==> config.mk <==
export PLATFORM = sky130hd
export DESIGN_NAME = mano_timing_ctrl
export DESIGN_NICKNAME = d
export VERILOG_FILES = /design/src/rtl/mano_timing_ctrl.sv
export SDC_FILE = /design/constraint.sdc
export NUM_CORES = 1
export LEC_CHECK = 0
export CAP_MARGIN = 20
export CORE_MARGIN = 1
export CORE_UTILIZATION = 36
export CTS_CLUSTER_SIZE = 40
export DETAILED_ROUTE_END_ITERATION = 10
export GPL_TIMING_DRIVEN = 0
export PLACE_DENSITY = 0.92
export REMOVE_ABC_BUFFERS = 1
export SLEW_MARGIN = 20
export SYNTH_ARGS = -nofsm -noshare
export SYNTH_HDL_FRONTEND = slang
export SYNTH_SLANG_ARGS = --single-unit
==> constraint.sdc <==
create_clock -name clk -period 3.25 [get_ports clk]
set_input_delay 0.65 -clock clk [delete_from_list [all_inputs] [get_ports clk]]
set_output_delay 0.65 -clock clk [all_outputs]
set_load 0.01 [all_outputs]
==> src/rtl/mano_timing_ctrl.sv <==
// MANO CPU timing and sequence controller: SC step control, T-line decode,
// opcode/I latch and the R, S and IEN flip-flops.
module mano_timing_ctrl #(
    parameter int SEQW = 4,
    parameter int NT   = 2 ** SEQW
) (
    input  logic            clk,
    input  logic            rst,
    input  logic [SEQW-1:0] t,
    input  logic [15:0]     ir,
    input  logic            fgi,
    input  logic            fgo,
    input  logic            start,
    output logic            sc_inc,
    output logic            sc_clr,
    output logic [NT-1:0]   tsig,
    output logic [7:0]      d,
    output logic            i_bit,
    output logic            r,
    output logic            s,
    output logic            ien,
    output logic [2:0]      phase,
    output logic            instr_done,
    output logic            err
);

    localparam logic [2:0] PH_HALT   = 3'd0;
    localparam logic [2:0] PH_FETCH  = 3'd1;
    localparam logic [2:0] PH_DECODE = 3'd2;
    localparam logic [2:0] PH_IND    = 3'd3;
    localparam logic [2:0] PH_EXEC   = 3'd4;
    localparam logic [2:0] PH_INTR   = 3'd5;

    logic            s_q, s_d;
    logic            r_q, r_d;
    logic            ien_q, ien_d;
    logic            i_q, i_d;
    logic            err_q, err_d;
    logic [7:0]      d_q, d_d;
    logic [SEQW-1:0] end_t;
    logic            illegal;
    logic            unused_ir;

    assign unused_ir = ^{ir[11:8], ir[5:1]};

    assign tsig = NT'(1) << t;

    assign illegal = s_q && (t > (r_q ? SEQW'(2) : SEQW'(6)));

    // Last execute step of a memory-reference instruction.
    always_comb begin
        end_t = SEQW'(6);
        if (d_q[3] | d_q[4]) begin
            end_t = SEQW'(4);
        end else if (d_q[0] | d_q[1] | d_q[2] | d_q[5]) begin
            end_t = SEQW'(5);
        end
    end

    always_comb begin
        sc_inc     = 1'b0;
        sc_clr     = 1'b0;
        instr_done = 1'b0;
        phase      = PH_HALT;
        if (rst) begin
            sc_clr = 1'b1;
        end else if (!s_q) begin
            phase = PH_HALT;
        end else if (illegal) begin
            sc_clr = 1'b1;
            phase  = r_q ? PH_INTR : PH_EXEC;
        end else if (r_q) begin
            phase = PH_INTR;
            if (t == SEQW'(2)) sc_clr = 1'b1;
            else               sc_inc = 1'b1;
        end else if (t <= SEQW'(1)) begin
            phase  = PH_FETCH;
            sc_inc = 1'b1;
        end else if (t == SEQW'(2)) begin
            phase  = PH_DECODE;
            sc_inc = 1'b1;
        end else if (t == SEQW'(3)) begin
            if (d_q[7]) begin
                phase      = PH_EXEC;
                sc_clr     = 1'b1;
                instr_done = 1'b1;
            end else begin
                phase  = i_q ? PH_IND : PH_EXEC;
                sc_inc = 1'b1;
            end
        end else begin
            phase = PH_EXEC;
            if (t >= end_t) begin
                sc_clr     = 1'b1;
                instr_done = (t == end_t);
            end else begin
                sc_inc = 1'b1;
            end
        end
    end

    always_comb begin
        s_d   = s_q;
        r_d   = r_q;
        ien_d = ien_q;
        i_d   = i_q;
        err_d = err_q;
        d_d   = d_q;
        if (!s_q) begin
            if (start) s_d = 1'b1;
        end else begin
            if (!r_q) begin
                if (t == SEQW'(2)) begin
                    d_d = 8'(1) << ir[14:12];
                    i_d = ir[15];
                end
                if (t == SEQW'(3) && d_q[7]) begin
                    if (!i_q) begin
                        if (ir[0]) s_d = 1'b0;
                    end else if (ir[6]) begin
                        ien_d = 1'b0;
                    end else if (ir[7]) begin
                        ien_d = 1'b1;
                    end
                end
                // Entry sees the pre-edge IEN, so IOF cannot block it.
                if (t > SEQW'(2) && ien_q && (fgi | fgo)) r_d = 1'b1;
            end else if (t == SEQW'(2)) begin
                r_d   = 1'b0;
                ien_d = 1'b0;
            end
            if (illegal) err_d = 1'b1;
        end
    end

    always_ff @(posedge clk) begin
        if (rst) begin
            s_q   <= 1'b0;
            r_q   <= 1'b0;
            ien_q <= 1'b0;
            i_q   <= 1'b0;
            err_q <= 1'b0;
            d_q   <= 8'd0;
        end else begin
            s_q   <= s_d;
            r_q   <= r_d;
            ien_q <= ien_d;
            i_q   <= i_d;
            err_q <= err_d;
            d_q   <= d_d;
        end
    end

    assign s     = s_q;
    assign r     = r_q;
    assign ien   = ien_q;
    assign i_bit = i_q;
    assign err   = err_q;
    assign d     = d_q;

endmodule

* After elaboration in Yosys (flattened, before gate mapping)
Cells that the tools add are included.
Word-level totals: bits in registers 13, output and inout port bits 35, word-level logic and storage cells 87
Operators by class: bitwise operators 6, multiplexer cells 55, equality and inequality tests 4, magnitude comparators 4, shifts and indexed selects 2, reduce and logical (&&, ||, !) cells 10
Operators with widths (number):
- 2-to-1 mux 1 bit | 43
- 2-to-1 mux 3 bit | 10
- left shift 1 x 4 -> 16 bit (first input constant) | 1
- == test 4 x 2 -> 1 bit (second input constant) | 2
- left shift 1 x 3 -> 8 bit (first input constant) | 1
- bitwise OR 1 bit | 5
- AND reduction 5 bit | 1
- == test 4 bit | 1
- greater-or-equal comparator 4 bit | 1
- > comparator 4 x 2 -> 1 bit (second input constant) | 1
- > comparator 4 x 3 -> 1 bit | 1
- <= comparator 4 x 1 -> 1 bit (second input constant) | 1
- logical AND 1 bit | 4
- 2-to-1 mux 2 bit | 2
- nonzero test 2 bit | 2
- AND reduction 3 bit | 1
- nonzero test 3 bit | 1
- inequality test 2 x 1 -> 1 bit (second input constant) | 1
- AND reduction 2 bit | 1
- inverter 1 bit | 1

* Longest topological paths before layout
Gate-level depths: netlist of the first run.
word-level depth 14, gate-level depth with buffers 7, depth with buffers taken out 7

* Least setup slack after synthesis of the first run
No wires, ideal clock.
path kind input to output, from in t[0], to out sc_clr, cell stages on the path 7, data arrival time 2201 ps, slack 399 ps, cell sequence buf_1 -> inv_1 -> ha_1 -> nand2b_1 -> a2111oi_0 -> o31ai_1 -> o22a_1
Between the ends: cells in the longest elaborated chain, start to end 9
Ends and longest elaborated chain:
- start, declared | RTL line 9 | input logic [SEQW-1:0] t,
- greater-or-equal comparator 4 bit | RTL line 93 | if (t >= end_t) begin
- 2-to-1 mux 1 bit | RTL line 93
- 2-to-1 mux 1 bit | RTL line 82 | end else if (t == SEQW'(3)) begin
- 2-to-1 mux 1 bit | RTL line 79 | end else if (t == SEQW'(2)) begin
- 2-to-1 mux 1 bit | RTL line 76 | end else if (t <= SEQW'(1)) begin
- 2-to-1 mux 1 bit | RTL line 72 | end else if (r_q) begin
- 2-to-1 mux 1 bit * | RTL line 69 | end else if (illegal) begin
- 2-to-1 mux 1 bit * | RTL line 67 | end else if (!s_q) begin
- 2-to-1 mux 1 bit * | RTL line 65 | if (rst) begin
- end, declared | RTL line 15 | output logic sc_clr,
Mark *: on every way between the ends. The rest lies on a longest branch, timed or not.

* Worst setup path in the final report of the first run
from in t[2], to out phase[2]
Between the ends: cells in the longest elaborated chain, start to end 8
Ends and longest elaborated chain:
- == test 4 x 2 -> 1 bit | RTL line 82
- 2-to-1 mux 3 bit | RTL line 82
- 2-to-1 mux 3 bit | RTL line 79
- 2-to-1 mux 3 bit | RTL line 76
- 2-to-1 mux 3 bit | RTL line 72
- 2-to-1 mux 3 bit * | RTL line 69
- 2-to-1 mux 3 bit * | RTL line 67
- 2-to-1 mux 3 bit * | RTL line 65
- end, declared | RTL line 22 | output logic [2:0] phase,
Marks and branches as above.

==> results of run 1 <==
[registers in the layout, summed over array words and instances, names as in the netlist]
name	cells
s	1
r	1
i_bit	1
d	8
ien	1
err	1
[kinds of logic after synthesis]
family | synth area share, %
adders and majority gates | 4.044
buffers and inverters | 5.525
DFF | 28.03
and+or+nand+nor | 41.91
AOI/OAI and AO/OA | 20.49
[what timing repair did]
item / CTS / global route
setup buffers: 3 / 0
gates resized for setup: 26 / 3
setup endpoints to repair: 6 / 3
pin swaps: 2 / 2
[cell usage after synthesis (2+ instances only)]
cell,number
nand4b_1,3
or4b_1,2
buf_2,2
a31oi_1,4
a21oi_1,12
nand3b_1,2
nor3_1,7
nand3_1,3
nand2b_1,9
clkbuf_1,4
nor4_1,2
nand4_1,2
nor2_1,18
ha_1,3
o31ai_1,2
o21ai_0,2
nand2_1,17
a311oi_1,3
inv_1,3
dfxtp_1,13
[layout make-up]
class | count | area (µm²) | area share [%]
clock buffer | 4 | 26.28 | 1.730
inverter | 3 | 11.26 | 0.7413
multi-input combinational | 103 | 671.9 | 44.23
sequential | 13 | 261.5 | 17.22
tap | 30 | 37.54 | 2.471
timing repair buffer | 53 | 510.5 | 33.61
[power groups by stage]
stage | registers, mW | logic [mW] | clock network, mW
floorplan | 0.169 | 0.0322 | 0
global placement | 0.169 | 0.0860 | 0
detailed placement | 0.169 | 0.0895 | 0
CTS | 0.165 | 0.0938 | 0.103
global route | 0.166 | 0.104 | 0.115
finish | 0.165 | 0.0967 | 0.102
[critical path: stages]
cell,delay (ps)
buf_2,290
ha_4,270
a21boi_1,200
a311oi_2,70
buf_4,170
buf_4,130
a31oi_1,170
clkdlybuf4s50_1,560
[metal layers]
layer | vias to the layer above | track usage, % | part of all wire (%) | routed length [µm]
met2 | 37 | 41.98 | 55 | 1586
met3 | 2 | 6.667 | 5.3 | 153
met1 | 532 | 24.39 | 39 | 1145
met5 | - | 0 | 0 | 0
met4 | 0 | 5.263 | 0.69 | 20
li1 | 558 | - | - | -
[final timing paths]
| check | endpoint | slack, ps | cells after the start |
|---|---|---|---|
| setup / recovery | phase[2] | 90 | 8 |
| setup reg to reg | err | 1540 | 7 |
| hold reg to reg | d[6] | 460 | 2 |
| hold / removal | d[6] | 460 | 2 |
==> qor.txt, run 1 <==
max-slew violations -> 0
Post-Layout Cell Count -> 206
DIE AREA -> 2786 µm²
Crit Path Max Fanout -> 14
asr flop ratio synth -> 0%
clock tree root driver cell -> clkbuf_4
Synth area leader -> dfxtp_1
DRT iter0 DRCs -> 23
PwrDens -> 239.7 nW/µm²
row cnt -> 18
first-pass GRT wire length -> 4581 µm
Comb pwr share -> 26.6%
unrepaired setup endpoints after global routing -> false
synthesized instance count -> 127
type of the worst setup path -> input pin to output pin
global route total overflow -> 0
Final Skew -> 0.4756 ps
Routed WL -> 2905 µm
Hold Vio Cnt, Final -> 0
FILL cells -> 233
Antenna Nets Post-Route -> 0
Initial Util -> 37.82%
Seq pwr share -> 45.3%
largest cells by area after synthesis -> dfxtp_1 (28%), nor2_1 (7.3%), nand2_1 (6.9%)
Tmin final -> 3158 ps
most frequent cells in the layout -> clkdlybuf4s50_1 (42), nor2_1 (18), nand2_1 (17)
pre-CTS WS -> -912.7 ps
Internal Power -> 0.2571 mW
share of cells above drive strength 1 -> 10.80%
number of max-cap violations -> 0
Synth top area share -> 28.03%
Net Switching -> 0.1069 mW
Reg clk slew, reported paths -> 80 ps
reg-to-reg critical path startpoint -> r
Period Utilization, post-route -> 97.17%
Hold Crit Start -> d[6]
n_diodes -> 0
relative slew slack -> 62.19%
CTS tree -> yes
nets -> 205
P_leak -> 0.5105 nW
WL/cell -> 14.10 µm
IO Pins -> 60
Finish-stage setup viols -> 0
gpl congestion -> 0.8078
status -> finished clean
register area share after synthesis -> 28.03%
Sw Ratio -> 29.38%
Fin Hold WS -> 459.8 ps
HPWL Detailed -> 2127 µm
H-tree depth -> 1
Finished Cell Area -> 1519 µm²
HP Class -> flip-flop to flip-flop
Inst Count DP -> 199
vias per std cell -> 5.481
Critical Path End Type -> output pin
clock power share -> 28.1%
final worst setup slack -> 91.94 ps
Port Buffers -> 50
number of global-route vias before repair -> 1031
startpoint class of the critical path -> input pin
Finished Core Util -> 61.88%
DRT Pass-1 Iters -> 4
area added between synthesis and finish -> 63.61%
Post-Syn Area -> 928.4 µm²
WP data arrival -> 2510 ps
Yosys reg bits -> 13
CP Data Required Time -> 2600 ps
Die Wd -> 52.78 µm
core area -> 2455 µm²
commonest non-fill, non-tap cell in the layout -> clkdlybuf4s50_1
Worst Tran Pin Value -> 567.2 ps
initial antenna violation count -> 0
Synth Warn # -> 0
Tot Pwr -> 0.3641 mW
clock buffer depth -> 2
Fmax achieved -> 316.7 MHz
# clock sinks -> 13
Main synth FF type -> dfxtp_1
hold_buf cts -> 0
# DRC -> 0
Placed Area -> 1426 µm²
Post-synth EDFFs -> 0
worst skew pair latency -> 280 ps
CTS Buf Count -> 3
setup tns final -> 0 ps
Worst Setup SP -> t[2]
die height -> 52.78 µm
GRT Util Overall -> 22.49%
Unique masters post-synth -> 34
Synth Area per Inst -> 7.310 µm²
largest net degree at the start of global routing -> 17
peak supply drop -> 255.4 µV
vias post-DR -> 1129
(Power assumes the default switching activity.)
==> run 2: changes to the inputs <==
Settings changed: HOLD_SLACK_MARGIN from default to 0.12, SLEW_MARGIN 20 to 30.
==> results of run 2 <==
The final DEF is identical to that of run 1; final timing and power are the same.
